$ cat config.mk
export PLATFORM = sky130hd
export DESIGN_NAME = fazyrv_rf_lut_sel
export DESIGN_NICKNAME = d
export VERILOG_FILES = /design/src/rtl/fazyrv_rf_pkg.sv /design/src/rtl/fazyrv_shftreg.sv /design/src/rtl/fazyrv_rf_lut_sel.sv
export SDC_FILE = /design/constraint.sdc
export NUM_CORES = 1
export LEC_CHECK = 0
export BUFFER_PORTS_ARGS = -buffer_cell sky130_fd_sc_hd__buf_2
export CAP_MARGIN = 15
export CORE_ASPECT_RATIO = 0.5
export CORE_UTILIZATION = 40
export CTS_CLUSTER_SIZE = 40
export DETAILED_ROUTE_END_ITERATION = 10
export RECOVER_POWER = 25
export SYNTH_ARGS = -nofsm -noshare
export SYNTH_HDL_FRONTEND = slang
export SYNTH_SLANG_ARGS = --single-unit
$ cat constraint.sdc
create_clock -name clk_i -period 6 [get_ports clk_i]
set_input_delay 0.6 -clock clk_i [delete_from_list [all_inputs] [get_ports clk_i]]
set_output_delay 0.6 -clock clk_i [all_outputs]
set_load 0.05 [all_outputs]
$ cat src/rtl/fazyrv_rf_pkg.sv
// Shared definitions for the FazyRV logic register file: chunk geometry
// helpers, parameter legality predicates and the latched address bundle.
package fazyrv_rf_pkg;

    // Number of chunks that make up one 32-bit word.
    function automatic int unsigned nchunk(input int unsigned cs);
        return 32 / cs;
    endfunction

    // Width of the chunk counter (at least one bit, even for 32-bit chunks).
    function automatic int unsigned cntw(input int unsigned cs);
        return ((32 / cs) > 1) ? $clog2(32 / cs) : 1;
    endfunction

    function automatic bit legal_chunksize(input int unsigned cs);
        return (cs == 1) || (cs == 2) || (cs == 4) || (cs == 8) || (cs == 16) || (cs == 32);
    endfunction

    function automatic bit legal_nregs(input int unsigned n);
        return (n == 32) || (n == 16);
    endfunction

    function automatic bit legal_shftsel(input int unsigned s);
        return (s == 0) || (s == 1);
    endfunction

    // Register addresses of the instruction currently being streamed.
    typedef struct packed {
        logic [4:0] rs1;
        logic [4:0] rs2;
        logic [4:0] rd;
    } rf_addr_t;

endpackage

$ cat src/rtl/fazyrv_shftreg.sv
// One architectural register: a 32-bit rotating shift register that moves
// right by CHUNKSIZE per enabled cycle. The outgoing LSB chunk re-enters at
// the MSB unless a write supplies a new chunk. Storage is not reset.
module fazyrv_shftreg #(
    parameter int unsigned CHUNKSIZE = 2
)(
    input  logic                 clk_i,
    input  logic                 shft_i,
    input  logic                 we_i,
    input  logic [CHUNKSIZE-1:0] dat_i,
    output logic [31:0]          dat_o
);

    logic [31:0]          reg_q;
    logic [31:0]          reg_nxt;
    logic [CHUNKSIZE-1:0] in_chunk;

    // Select the chunk entering at the MSB and form the rotated word.
    always_comb begin
        in_chunk = we_i ? dat_i : reg_q[CHUNKSIZE-1:0];
        reg_nxt  = reg_q;
        if (CHUNKSIZE == 32) begin
            reg_nxt = 32'(in_chunk);
        end else begin
            reg_nxt = {in_chunk, reg_q[31:CHUNKSIZE]};
        end
    end

    // Advance the register by one chunk when enabled.
    always_ff @(posedge clk_i) begin
        if (shft_i) begin
            reg_q <= reg_nxt;
        end
    end

    assign dat_o = reg_q;

endmodule

$ cat src/rtl/fazyrv_rf_lut_sel.sv
// Logic-based register file for FazyRV. Each register streams CHUNKSIZE bits
// per shift; a shared chunk counter tracks the position within the word and
// latches the instruction's addresses at the start of every word.
module fazyrv_rf_lut_sel
    import fazyrv_rf_pkg::*;
#(
    parameter int unsigned CHUNKSIZE = 2,
    parameter int unsigned NREGS     = 32,
    parameter int unsigned SHFTSEL   = 1
)(
    input  logic                         clk_i,
    input  logic                         rst_in,
    input  logic                         shft_i,
    input  logic                         shft_rd_i,
    input  logic [4:0]                   rs1_i,
    input  logic [4:0]                   rs2_i,
    input  logic [4:0]                   rd_i,
    input  logic [CHUNKSIZE-1:0]         res_i,
    input  logic                         we_i,
    output logic [CHUNKSIZE-1:0]         ra_o,
    output logic [CHUNKSIZE-1:0]         rb_o,
    output logic [cntw(CHUNKSIZE)-1:0]   cnt_o,
    output logic                         word_done_o,
    output logic                         aligned_o,
    input  logic [4:0]                   dbg_addr_i,
    output logic [31:0]                  dbg_dat_o
);

    localparam int unsigned     NCHUNK   = nchunk(CHUNKSIZE);
    localparam int unsigned     CNTW     = cntw(CHUNKSIZE);
    localparam logic [CNTW-1:0] CNT_LAST = CNTW'(NCHUNK - 1);

    if (!legal_chunksize(CHUNKSIZE)) begin : g_bad_chunksize
        $error("fazyrv_rf_lut_sel: CHUNKSIZE must be 1, 2, 4, 8, 16 or 32");
    end
    if (!legal_nregs(NREGS)) begin : g_bad_nregs
        $error("fazyrv_rf_lut_sel: NREGS must be 16 or 32");
    end
    if (!legal_shftsel(SHFTSEL)) begin : g_bad_shftsel
        $error("fazyrv_rf_lut_sel: SHFTSEL must be 0 or 1");
    end

    logic [CNTW-1:0] cnt_q;
    logic            word_done_q;
    logic            aligned;
    logic            wrap;
    rf_addr_t        addr_q;
    rf_addr_t        addr_live;
    rf_addr_t        addr_eff;

    logic [NREGS-1:1] sh_en;
    logic [NREGS-1:1] wr_en;
    logic [31:0]      reg_q [32];

    // Address that exists in this configuration and is not the zero register.
    function automatic logic addr_ok(input logic [4:0] a);
        return (a != 5'd0) && ((NREGS == 32) || !a[4]);
    endfunction

    assign aligned   = (cnt_q == '0);
    assign wrap      = (cnt_q == CNT_LAST);
    assign addr_live = '{rs1: rs1_i, rs2: rs2_i, rd: rd_i};

    // Live addresses apply on the first chunk; the latched copy holds for the rest.
    always_comb begin
        addr_eff = aligned ? addr_live : addr_q;
    end

    // Chunk counter, word-done pulse and per-word address latch.
    always_ff @(posedge clk_i) begin
        if (!rst_in) begin
            cnt_q       <= '0;
            word_done_q <= 1'b0;
            addr_q      <= '0;
        end else begin
            word_done_q <= shft_i && wrap;
            if (shft_i) begin
                cnt_q <= wrap ? '0 : cnt_q + CNTW'(1);
            end
            if (shft_i && aligned) begin
                addr_q <= addr_live;
            end
        end
    end

    // Per-register write and shift enables. OR-ing the match terms means an
    // aliased register still rotates only once, and shft_rd_i together with
    // shft_i on rd collapses into a single shift.
    always_comb begin
        sh_en = '0;
        wr_en = '0;
        for (int unsigned r = 1; r < NREGS; r++) begin
            wr_en[r] = we_i && addr_ok(addr_eff.rd) && (addr_eff.rd == 5'(r));
            sh_en[r] = ((SHFTSEL == 0) ? shft_i
                                       : (shft_i && ((addr_eff.rs1 == 5'(r)) ||
                                                     (addr_eff.rs2 == 5'(r)) ||
                                                     (addr_eff.rd  == 5'(r)))))
                       || (shft_rd_i && wr_en[r]);
        end
    end

    // x0 and registers absent in the reduced configuration read as zero.
    assign reg_q[0] = '0;
    for (genvar r = 1; r < 32; r++) begin : g_reg
        if (r < NREGS) begin : g_phys
            fazyrv_shftreg #(
                .CHUNKSIZE (CHUNKSIZE)
            ) u_reg (
                .clk_i  (clk_i),
                .shft_i (sh_en[r]),
                .we_i   (wr_en[r]),
                .dat_i  (res_i),
                .dat_o  (reg_q[r])
            );
        end else begin : g_absent
            assign reg_q[r] = '0;
        end
    end

    assign ra_o        = reg_q[addr_eff.rs1][CHUNKSIZE-1:0];
    assign rb_o        = reg_q[addr_eff.rs2][CHUNKSIZE-1:0];
    assign dbg_dat_o   = reg_q[dbg_addr_i];
    assign cnt_o       = cnt_q;
    assign aligned_o   = aligned;
    assign word_done_o = word_done_q;

endmodule

==> results.txt, run 1 <==
----------------------------------------------------
[Status]
  Status ... complete, no violations

[Timing]
  Slew @ Worst Pin ... 1146 ps
  # setup viols final ... 0
  Final count of hold timing violations ... 0
  Period utilisation layout ... 79.46%
  Hold_ws ... 181.0 ps
  Max Slew Vio Count ... 0
  Post-layout min period ... 4768 ps
  Unrepaired setup endpoints after global routing ... false
  Max Freq ... 209.7 MHz
  Max-Slew Margin vs Limit ... 23.26%
  Summed negative setup slack over all endpoints ... 0 ps
  Layout Skew ... 25.64 ps

[Final layout]
  Number of nets at the end of the flow ... 2175
  Core Util, Final ... 46.07%
  Number of fill cells ... 8608
  Ratio of cells with drive above 1 in the final layout ... 33.92%
  Most common cell after layout, fill and taps aside ... sky130_fd_sc_hd__edfxtp_1
  Number of standard cells in the final layout excluding fillers ... 3625
  Most used cells in the layout excluding fill and tap cells ... sky130_fd_sc_hd__edfxtp_1 (992), sky130_fd_sc_hd__mux4_2 (319), sky130_fd_sc_hd__mux2_2 (138)
  Growth of design area from synthesis to finish ... 13.20%

[Worst setup path]
  Cell with the largest stage delay on the worst path ... sky130_fd_sc_hd__mux2i_2
  Crit Path Class ... reg2out
  End of the worst register-to-register path ... g_reg[15].g_phys.u_reg.dat_o[13]
  Series of cell instances along the critical path ... inv_1, ha_1, or3b_1, inv_6, mux2i_2, buf_8, mux4_2, a2111oi_0, a22oi_1, buf_2
  Origin of the critical flop-to-flop path ... cnt_o[0]
  Required time of the worst setup path ... 5400 ps
  CP Capture Type ... primary output
  Critical Path Source Type ... flip-flop
  Depth of the worst register-to-register path ... 8
  Flop2flop setup slack ... 1630 ps
  Peak fanout along the critical path ... 29
  Arrival time of the worst setup path ... 4170 ps
  Largest incremental delay on the critical path ... 570 ps

[Pwr]
  Pint ... 12.00 mW
  Portion of total power attributed to sequential cells ... 52.1%
  Peak supply drop ... 0.0002132 V
  Combinational power share ... 9.8%
  Clock power frac ... 38.1%
  Static leakage ... 14.83 nW
  Power per unit of standard cell area ... 331.0 nW/um^2
  Post-layout total power ... 15.77 mW
  Switching power of the nets ... 3.771 mW
  Switching share of power ... 23.91%

[Min path]
  Start point of the worst hold path ... rs1_i[4]
  Class of the tightest hold or removal check ... in2reg
  Instance count along the most critical hold path ... 3
  Endpoint with the worst hold slack ... addr_q[14]

[Clock tree]
  Worst-Skew Late Latency ... 700 ps
  Number of buffers added to fix hold violations after cts ... 0
  Maximum number of buffers from clock root to sink ... 3
  Clock transition at path regs ... 60 ps
  CTS HTree Levels ... 3
  Root cell of the clock tree ... sky130_fd_sc_hd__clkbuf_16
  CTS Buf Count ... 91
  Num Clock Sinks ... 1012
  CTS resizes ... 0
  Clock tree from TritonCTS ... done
  Buffers inserted during post-CTS setup optimization ... 0

[Global route]
  First-pass GRT wire length ... 165400 um
  GRT Resource Usage Total ... 22.04%
  Pin count of the biggest net entering global routing ... 79
  Remaining global-route overflow ... 0
  Antenna violations before repair ... 8
  Number of global-route vias before repair ... 21710

[Route]
  Post-DR vias/cell ... 5.945
  Total Wirelength ... 115400 um
  Detailed-routing iteration count for the pre-antenna-repair pass ... 5
  Vias post-DR ... 21550
  Post-DR wirelength/cell ... 31.83 um
  Final routed DRC violation total ... 0
  Iteration-0 DRC Markers ... 2601
  Antenna-violating nets left ... 0

[Placement]
  Count of input and output buffers ... 68
  Instance count after placement with tap cells included ... 3452
  HPWL after DPL ... 76400 um
  Final RePlAce weighted congestion ... 0.9182

[Floorplan]
  Horiz. Die Dim ... 460.8 um
  Die H ... 231.4 um
  Starting density of the core ... 40.70%
  Placeable core region ... 103400 um^2
  Row count ... 83
  Number of placed I/O pins ... 69
  Die area ... 106600 um^2

[Synthesis]
  Netlist area before placement ... 42100 um^2
  Post-synth ARST share ... 0%
  Synthesized net count ... 2077
  Yosys Warn Count ... 0
  Most instantiated flip-flop cell in the synthesis netlist ... sky130_fd_sc_hd__edfxtp_1
  Flip-flop and latch count after synthesis ... 1012
  Post-synthesis cell count ... 2048
  Post-Synthesis Mean Instance Area ... 20.55 um^2
  Share of synthesized area occupied by flip-flops and latches ... 71.71%
  EDFF count, synth ... 992
  Number of library cell types mapped by synthesis ... 54

[Run]
  # Max-Cap Violations ... 0

----------------------------------------------------
[how the worst max path moves through the flow]
stage / start / to
detailed placement: cnt_o[0] / g_reg[4].g_phys.u_reg.dat_o[9]
finish: cnt_o[0] / rb_o[0]
global route: cnt_o[0] / rb_o[0]
CTS: cnt_o[0] / rb_o[0]
global placement: cnt_o[0] / rb_o[1]
floorplan: cnt_o[0] / g_reg[7].g_phys.u_reg.dat_o[0]
[flip-flops by register name (all words and copies together) (netlist names)]
| signal | flops |
|---|---|
| g.g_phys.u_reg.dat_o | 992 |
| word_done_o | 1 |
| addr_q | 15 |
| cnt_o | 4 |
[worst max-delay path: cells and delay by family (launching register included)]
family / cells / cell delay (ps)
multiplexers: 2 / 1060
buffers and inverters: 4 / 860
AO/OA/AOI/OAI: 2 / 600
AND/OR/NAND/NOR: 1 / 430
flip-flops: 1 / 340
adder cells (fa/ha/maj): 1 / 170
[layer usage]
| layer | up-vias | wire, um | part of all wire, % | track usage (%) |
|---|---|---|---|---|
| li1 | 8836 | - | - | - |
| met1 | 11550 | 50770 | 44 | 32.85 |
| met2 | 1007 | 52760 | 46 | 32.89 |
| met3 | 156 | 9041 | 7.8 | 4.765 |
| met4 | 0 | 2794 | 2.4 | 5.583 |
| met5 | - | 0 | 0 | 0 |
[per-stage QoR]
stage                     area, um^2  setup slack, ps
after floorplan                42100            763.5
after global placement         44530             1617
after detailed placement       44560             1603
after CTS                      47600            826.4
final                          47650             1232
after global routing           47640            951.5
[kinds of logic (layout without fill, tap and decap cells)]
family                   Yosys count  count (layout)  synth area share, %
AO/OA/AOI/OAI                    191             191                2.987
XOR/XNOR                           1               1              0.02081
buffers and inverters            129             301                1.296
adder cells (fa/ha/maj)            2               2              0.05943
multiplexers                     490             490                21.55
flip-flops                      1012            1012                71.71
other                              0               3                    0
AND/OR/NAND/NOR                  223             223                2.372
[area by class of cell]
cell class | count | area [um^2] | area share [%]
inverter | 8 | 35.03 | 0.07352
tap | 1402 | 1754 | 3.681
clock inverter | 55 | 621.8 | 1.305
antenna | 3 | 7.507 | 0.01575
multi-input combinational | 907 | 11720 | 24.59
clock buffer | 112 | 2420 | 5.078
sequential | 1012 | 30190 | 63.35
timing repair buffer | 126 | 907.1 | 1.904
[power by group through the flow]
stage | sequential [mW] | combinational [mW] | clock (mW)
2_1_floorplan | 8.29 | 1.02 | 0
3_3_place_gp | 8.36 | 1.54 | 0
3_5_place_dp | 8.36 | 1.55 | 0
4_1_cts | 8.21 | 1.55 | 6.12
5_1_grt | 8.23 | 1.62 | 6.38
6_report | 8.21 | 1.55 | 6.01
[cells in the mapped netlist (3+ instances only)]
library cell                number  share of area, %
sky130_fd_sc_hd__nand4_1         3             0.045
sky130_fd_sc_hd__o21ai_0        69              0.82
sky130_fd_sc_hd__nor3_1          9              0.11
sky130_fd_sc_hd__mux2i_1        32              0.76
sky130_fd_sc_hd__nor2b_1         6             0.089
sky130_fd_sc_hd__a31oi_1         5             0.074
sky130_fd_sc_hd__nand2b_1       15              0.22
sky130_fd_sc_hd__edfxtp_1      992                71
sky130_fd_sc_hd__and2_1          5             0.074
sky130_fd_sc_hd__buf_4           3             0.053
sky130_fd_sc_hd__nand2_1        90              0.80
sky130_fd_sc_hd__mux2_2        138               3.7
sky130_fd_sc_hd__a211oi_1        8              0.14
sky130_fd_sc_hd__a22oi_1         6              0.11
sky130_fd_sc_hd__dfxtp_1        20              0.95
sky130_fd_sc_hd__nor2_1         64              0.57
sky130_fd_sc_hd__buf_1          32              0.29
sky130_fd_sc_hd__o22ai_1        31              0.46
sky130_fd_sc_hd__a21boi_0       15              0.27
sky130_fd_sc_hd__buf_2          11              0.13
sky130_fd_sc_hd__mux4_2        319                17
sky130_fd_sc_hd__clkbuf_1       72              0.64
sky130_fd_sc_hd__inv_1           7             0.062
sky130_fd_sc_hd__a22o_1         31              0.64
sky130_fd_sc_hd__nand3_1        16              0.19
sky130_fd_sc_hd__a21oi_1         8             0.095
sky130_fd_sc_hd__a2111oi_0       4             0.083
No activity file was read; power rests on OpenSTA's default activity.
==> run 2: changes to the inputs <==
ABC_AREA = 1   (was not set)
clock period = 3.99 ns   (was 6 ns; I/O delays follow)
==> results.txt, run 2 <==
----------------------------------------------------
[Status]
  Status ... complete, no violations

[Worst setup path]
  End of the worst register-to-register path ... g_reg[14].g_phys.u_reg.dat_o[12]
  Critical Path Source Type ... flip-flop
  Flop2flop setup slack ... 500 ps (-1130 ps)
  Number of buffer and inverter instances along the worst setup path ... 3 (-1)
  Peak fanout along the critical path ... 10 (-66%)
  Required time of the worst setup path ... 3590 ps (-1810 ps)
  Series of cell instances along the critical path ... inv_1, ha_4, buf_4, nand3_2, nand2_2, nor2_2, nand3_1, nand2_1, nor2_1, nand2_1, nor2_1, nor2_1, buf_2
  Largest incremental delay on the critical path ... 440 ps (-130 ps)
  Largest delay share family, worst path ... simple AND/OR/NAND/NOR gates
  Arrival time of the worst setup path ... 3380 ps (-790 ps)
  Crit Path Class ... reg2out
  Cell with the largest stage delay on the worst path ... sky130_fd_sc_hd__nor2_2
  Depth of the worst register-to-register path ... 12 (+4)
  Depth of the critical timing path with buffers and inverters included ... 13 (+3)
  Most repeated library cell on the critical path ... sky130_fd_sc_hd__nor2_1
  Origin of the critical flop-to-flop path ... cnt_o[2]
  CP Capture Type ... primary output

[Timing]
  Summed negative setup slack over all endpoints ... 0 ps (unchanged)
  Hold_ws ... 65.95 ps (-115.1 ps)
  Layout Skew ... 47.62 ps (+21.99 ps)
  Slew @ Worst Pin ... 1147 ps (+0.7982 ps)
  Period utilisation layout ... 94.63%
  Final count of hold timing violations ... 0 (unchanged)
  Max Freq ... 264.9 MHz
  Unrepaired setup endpoints after global routing ... false
  PnR worst setup slack ... 214.4 ps (-1018 ps)
  Post-layout min period ... 3776 ps
  Max Slew Vio Count ... 0 (unchanged)
  # setup viols final ... 0 (unchanged)
  Max-Slew Margin vs Limit ... 23.27% (about the same)

[Clock tree]
  Clock tree from TritonCTS ... done
  Clock transition at path regs ... 60 ps (about the same)
  CTS Buf Count ... 92 (+1.1%)
  Root cell of the clock tree ... sky130_fd_sc_hd__clkbuf_16
  CTS HTree Levels ... 3 (unchanged)
  Num Clock Sinks ... 1012 (unchanged)
  Worst-Skew Late Latency ... 710 ps (about the same)
  Maximum number of buffers from clock root to sink ... 3 (unchanged)

[Route]
  Iteration-0 DRC Markers ... 4387 (+69%)
  Post-DR vias/cell ... 5.781 (-2.8%)
  Post-DR wirelength/cell ... 25.74 um (-19%)
  Antenna-violating nets left ... 0 (unchanged)
  Final routed DRC violation total ... 0 (unchanged)
  Detailed-routing iteration count for the pre-antenna-repair pass ... 7 (+2)
  Vias post-DR ... 31030 (+44%)
  Total Wirelength ... 138200 um (+20%)

[Pwr]
  Portion of total power attributed to sequential cells ... 51.3% (-0.8 points)
  Clock power frac ... 36.0% (-2.1 points)
  Post-layout total power ... 24.72 mW (+57%)
  Combinational power share ... 12.7% (+2.9 points)
  Static leakage ... 17.23 nW (+16%)
  Power per unit of standard cell area ... 498.4 nW/um^2 (+51%)
  Switching share of power ... 27.20% (+3.3 points)
  Switching power of the nets ... 6.725 mW (+78%)
  Peak supply drop ... 0.0003070 V (+44%)
  Pint ... 18.00 mW (+50%)

[Final layout]
  Ratio of cells with drive above 1 in the final layout ... 11.71% (-22 points)
  Growth of design area from synthesis to finish ... 14.28%
  Most used cells in the layout excluding fill and tap cells ... sky130_fd_sc_hd__edfxtp_1 (992), sky130_fd_sc_hd__nand2_1 (696), sky130_fd_sc_hd__nand3_1 (411)
  Number of nets at the end of the flow ... 3903 (+79%)
  Footprint of the flip-flops and latches ... 30190 um^2 (unchanged)
  Multi-input gate area ... 11910 um^2 (+1.6%)
  Largest register FFs ... 992 (unchanged)
  Number of fill cells ... 9479 (+10%)
  Most common cell after layout, fill and taps aside ... sky130_fd_sc_hd__edfxtp_1
  Core Util, Final ... 46.68% (+0.61 points)

[Global route]
  Number of global-route vias before repair ... 28640 (+32%)
  Antenna violations before repair ... 9 (+1)
  GRT Resource Usage Total ... 24.86% (+2.8 points)
  Pin count of the biggest net entering global routing ... 99 (+25%)
  Remaining global-route overflow ... 0 (unchanged)
  First-pass GRT wire length ... 200200 um (+21%)

[Synthesis]
  Post-Synthesis Mean Instance Area ... 11.39 um^2 (-45%)
  Share of synthesized area occupied by flip-flops and latches ... 69.56% (-2.2 points)
  Most common cell in the synthesized netlist ... sky130_fd_sc_hd__edfxtp_1
  Synthesized net count ... 3839 (+85%)
  Yosys Warn Count ... 0 (unchanged)
  Fraction of synthesized cell area taken by the top area cell type ... 68.64% (-2.1 points)
  Flip-flop and latch count after synthesis ... 1012 (unchanged)
  Cell taking the most area after synthesis ... sky130_fd_sc_hd__edfxtp_1
  Post-synth ARST share ... 0% (unchanged)
  Number of library cell types mapped by synthesis ... 37 (-31%)
  Leading post-synthesis cells by cell area ... sky130_fd_sc_hd__edfxtp_1 (69%), sky130_fd_sc_hd__nand2_1 (6.0%), sky130_fd_sc_hd__nand3_1 (4.7%)
  EDFF count, synth ... 992 (unchanged)
  Netlist area before placement ... 43400 um^2 (+3.1%)
  Post-synth top cells ... sky130_fd_sc_hd__edfxtp_1 (992), sky130_fd_sc_hd__nand2_1 (697), sky130_fd_sc_hd__nand3_1 (411)
  Most instantiated flip-flop cell in the synthesis netlist ... sky130_fd_sc_hd__edfxtp_1
  Post-synthesis cell count ... 3810 (+86%)

[Min path]
  Class of the tightest hold or removal check ... in2reg
  Start point of the worst hold path ... rs2_i[0]
  Endpoint with the worst hold slack ... addr_q[5]
  Instance count along the most critical hold path ... 3 (unchanged)

[Floorplan]
  Row count ... 84 (+1.2%)
  Die H ... 234.9 um (+1.5%)
  Number of placed I/O pins ... 69 (unchanged)
  Placeable core region ... 106300 um^2 (+2.7%)
  Horiz. Die Dim ... 467.8 um (+1.5%)
  Die area ... 109900 um^2 (+3.1%)
  Starting density of the core ... 40.84% (+0.15 points)

[Placement]
  Count of input and output buffers ... 68 (unchanged)
  Final RePlAce weighted congestion ... 0.9838 (+7.1%)
  HPWL after DPL ... 94000 um (+23%)
  DP Worst Slack ... 501.8 ps (-1101 ps)

[Run]
  # Max-Cap Violations ... 0 (unchanged)

----------------------------------------------------
[run 2: cell types whose count changed in the layout (fill, tap and decap cells not counted), sizes merged, moves of 145 or more]
cell / delta
a21oi: +145
nor2: +281
mux4: -319
inv: +169
o21ai: +388
nand3: +399
nand2: +624
o211ai: +186
[run 2: logic make-up after synthesis]
group                      synth area share, %
adders and majority gates              0.05765
buffers and inverters                    4.007
xor gates and xnor gates               0.02018
DFF                                      69.56
AOI/OAI and AO/OA                        11.41
and+or+nand+nor                          14.94
[run 2: how the worst max path moves through the flow]
stage                     startpoint                              end  slack, ps
final                       cnt_o[0]                          ra_o[0]        210
after detailed placement    cnt_o[3]  g_reg[18].g_phys.u_reg.dat_o[2]        500
after global placement      cnt_o[1]  g_reg[18].g_phys.u_reg.dat_o[0]        540
after CTS                   cnt_o[0]                          rb_o[0]         40
after floorplan             cnt_o[1]   g_reg[4].g_phys.u_reg.dat_o[0]         30
after global routing        cnt_o[0]                          rb_o[1]         70
[run 2: layer usage]
metal	track usage [%]	part of all wire, %	up-vias
met5	0	0.0094	-
met4	5.762	2.1	2
met3	5.896	11	191
met2	34.89	42	1596
met1	38.47	45	15380
li1	-	-	13860
[run 2: layout make-up]
| class | count | share of cell area (%) |
|---|---|---|
| Clock inverter | 62 | 1.244 |
| Antenna cell | 3 | 0.01514 |
| Sequential cell | 1012 | 60.86 |
| Timing Repair Buffer | 225 | 4.185 |
| Tap cell | 1419 | 3.580 |
| Multi-Input combinational cell | 2367 | 24.01 |
| Inverter | 176 | 1.370 |
| Clock buffer | 104 | 4.732 |
[run 2: repair_timing]
item,CTS,global route
buffers inserted,0,6
pin swaps,0,2
cloned,0,1
endpoints found under the hold margin,14,0
setup endpoints to repair,4,4
resized for setup,7,9
hold buffers,11,0
[run 2: power groups by stage]
stage | registers, mW | clock network (mW) | logic, mW
2_1_floorplan | 12.8 | 0 | 1.80
3_3_place_gp | 12.9 | 0 | 3.03
3_5_place_dp | 12.9 | 0 | 3.05
4_1_cts | 12.7 | 9.05 | 3.07
5_1_grt | 12.7 | 9.41 | 3.35
6_report | 12.7 | 8.90 | 3.15
[run 2: per-stage QoR]
| stage | instances | area, um^2 |
|---|---|---|
| 2_1_floorplan | 3810 | 43400 |
| 3_3_place_gp | 5179 | 46310 |
| 3_5_place_dp | 5179 | 46310 |
| 4_1_cts | 5356 | 49420 |
| 5_1_grt | 5366 | 49600 |
| 6_report | 5368 | 49600 |
[run 2: worst register-to-register path: stages, from the launching register on]
cell and delay [ps]:
sky130_fd_sc_hd__dfxtp_1 360, sky130_fd_sc_hd__nor2_4 220, sky130_fd_sc_hd__buf_12 160, sky130_fd_sc_hd__buf_12 100, sky130_fd_sc_hd__nand2_4 120, sky130_fd_sc_hd__nand2_1 110, sky130_fd_sc_hd__o21ai_2 80, sky130_fd_sc_hd__nand2_1 240
sky130_fd_sc_hd__nor2_2 110, sky130_fd_sc_hd__inv_2 170, sky130_fd_sc_hd__buf_4 230, sky130_fd_sc_hd__nand4_2 220, sky130_fd_sc_hd__o21ai_4 950
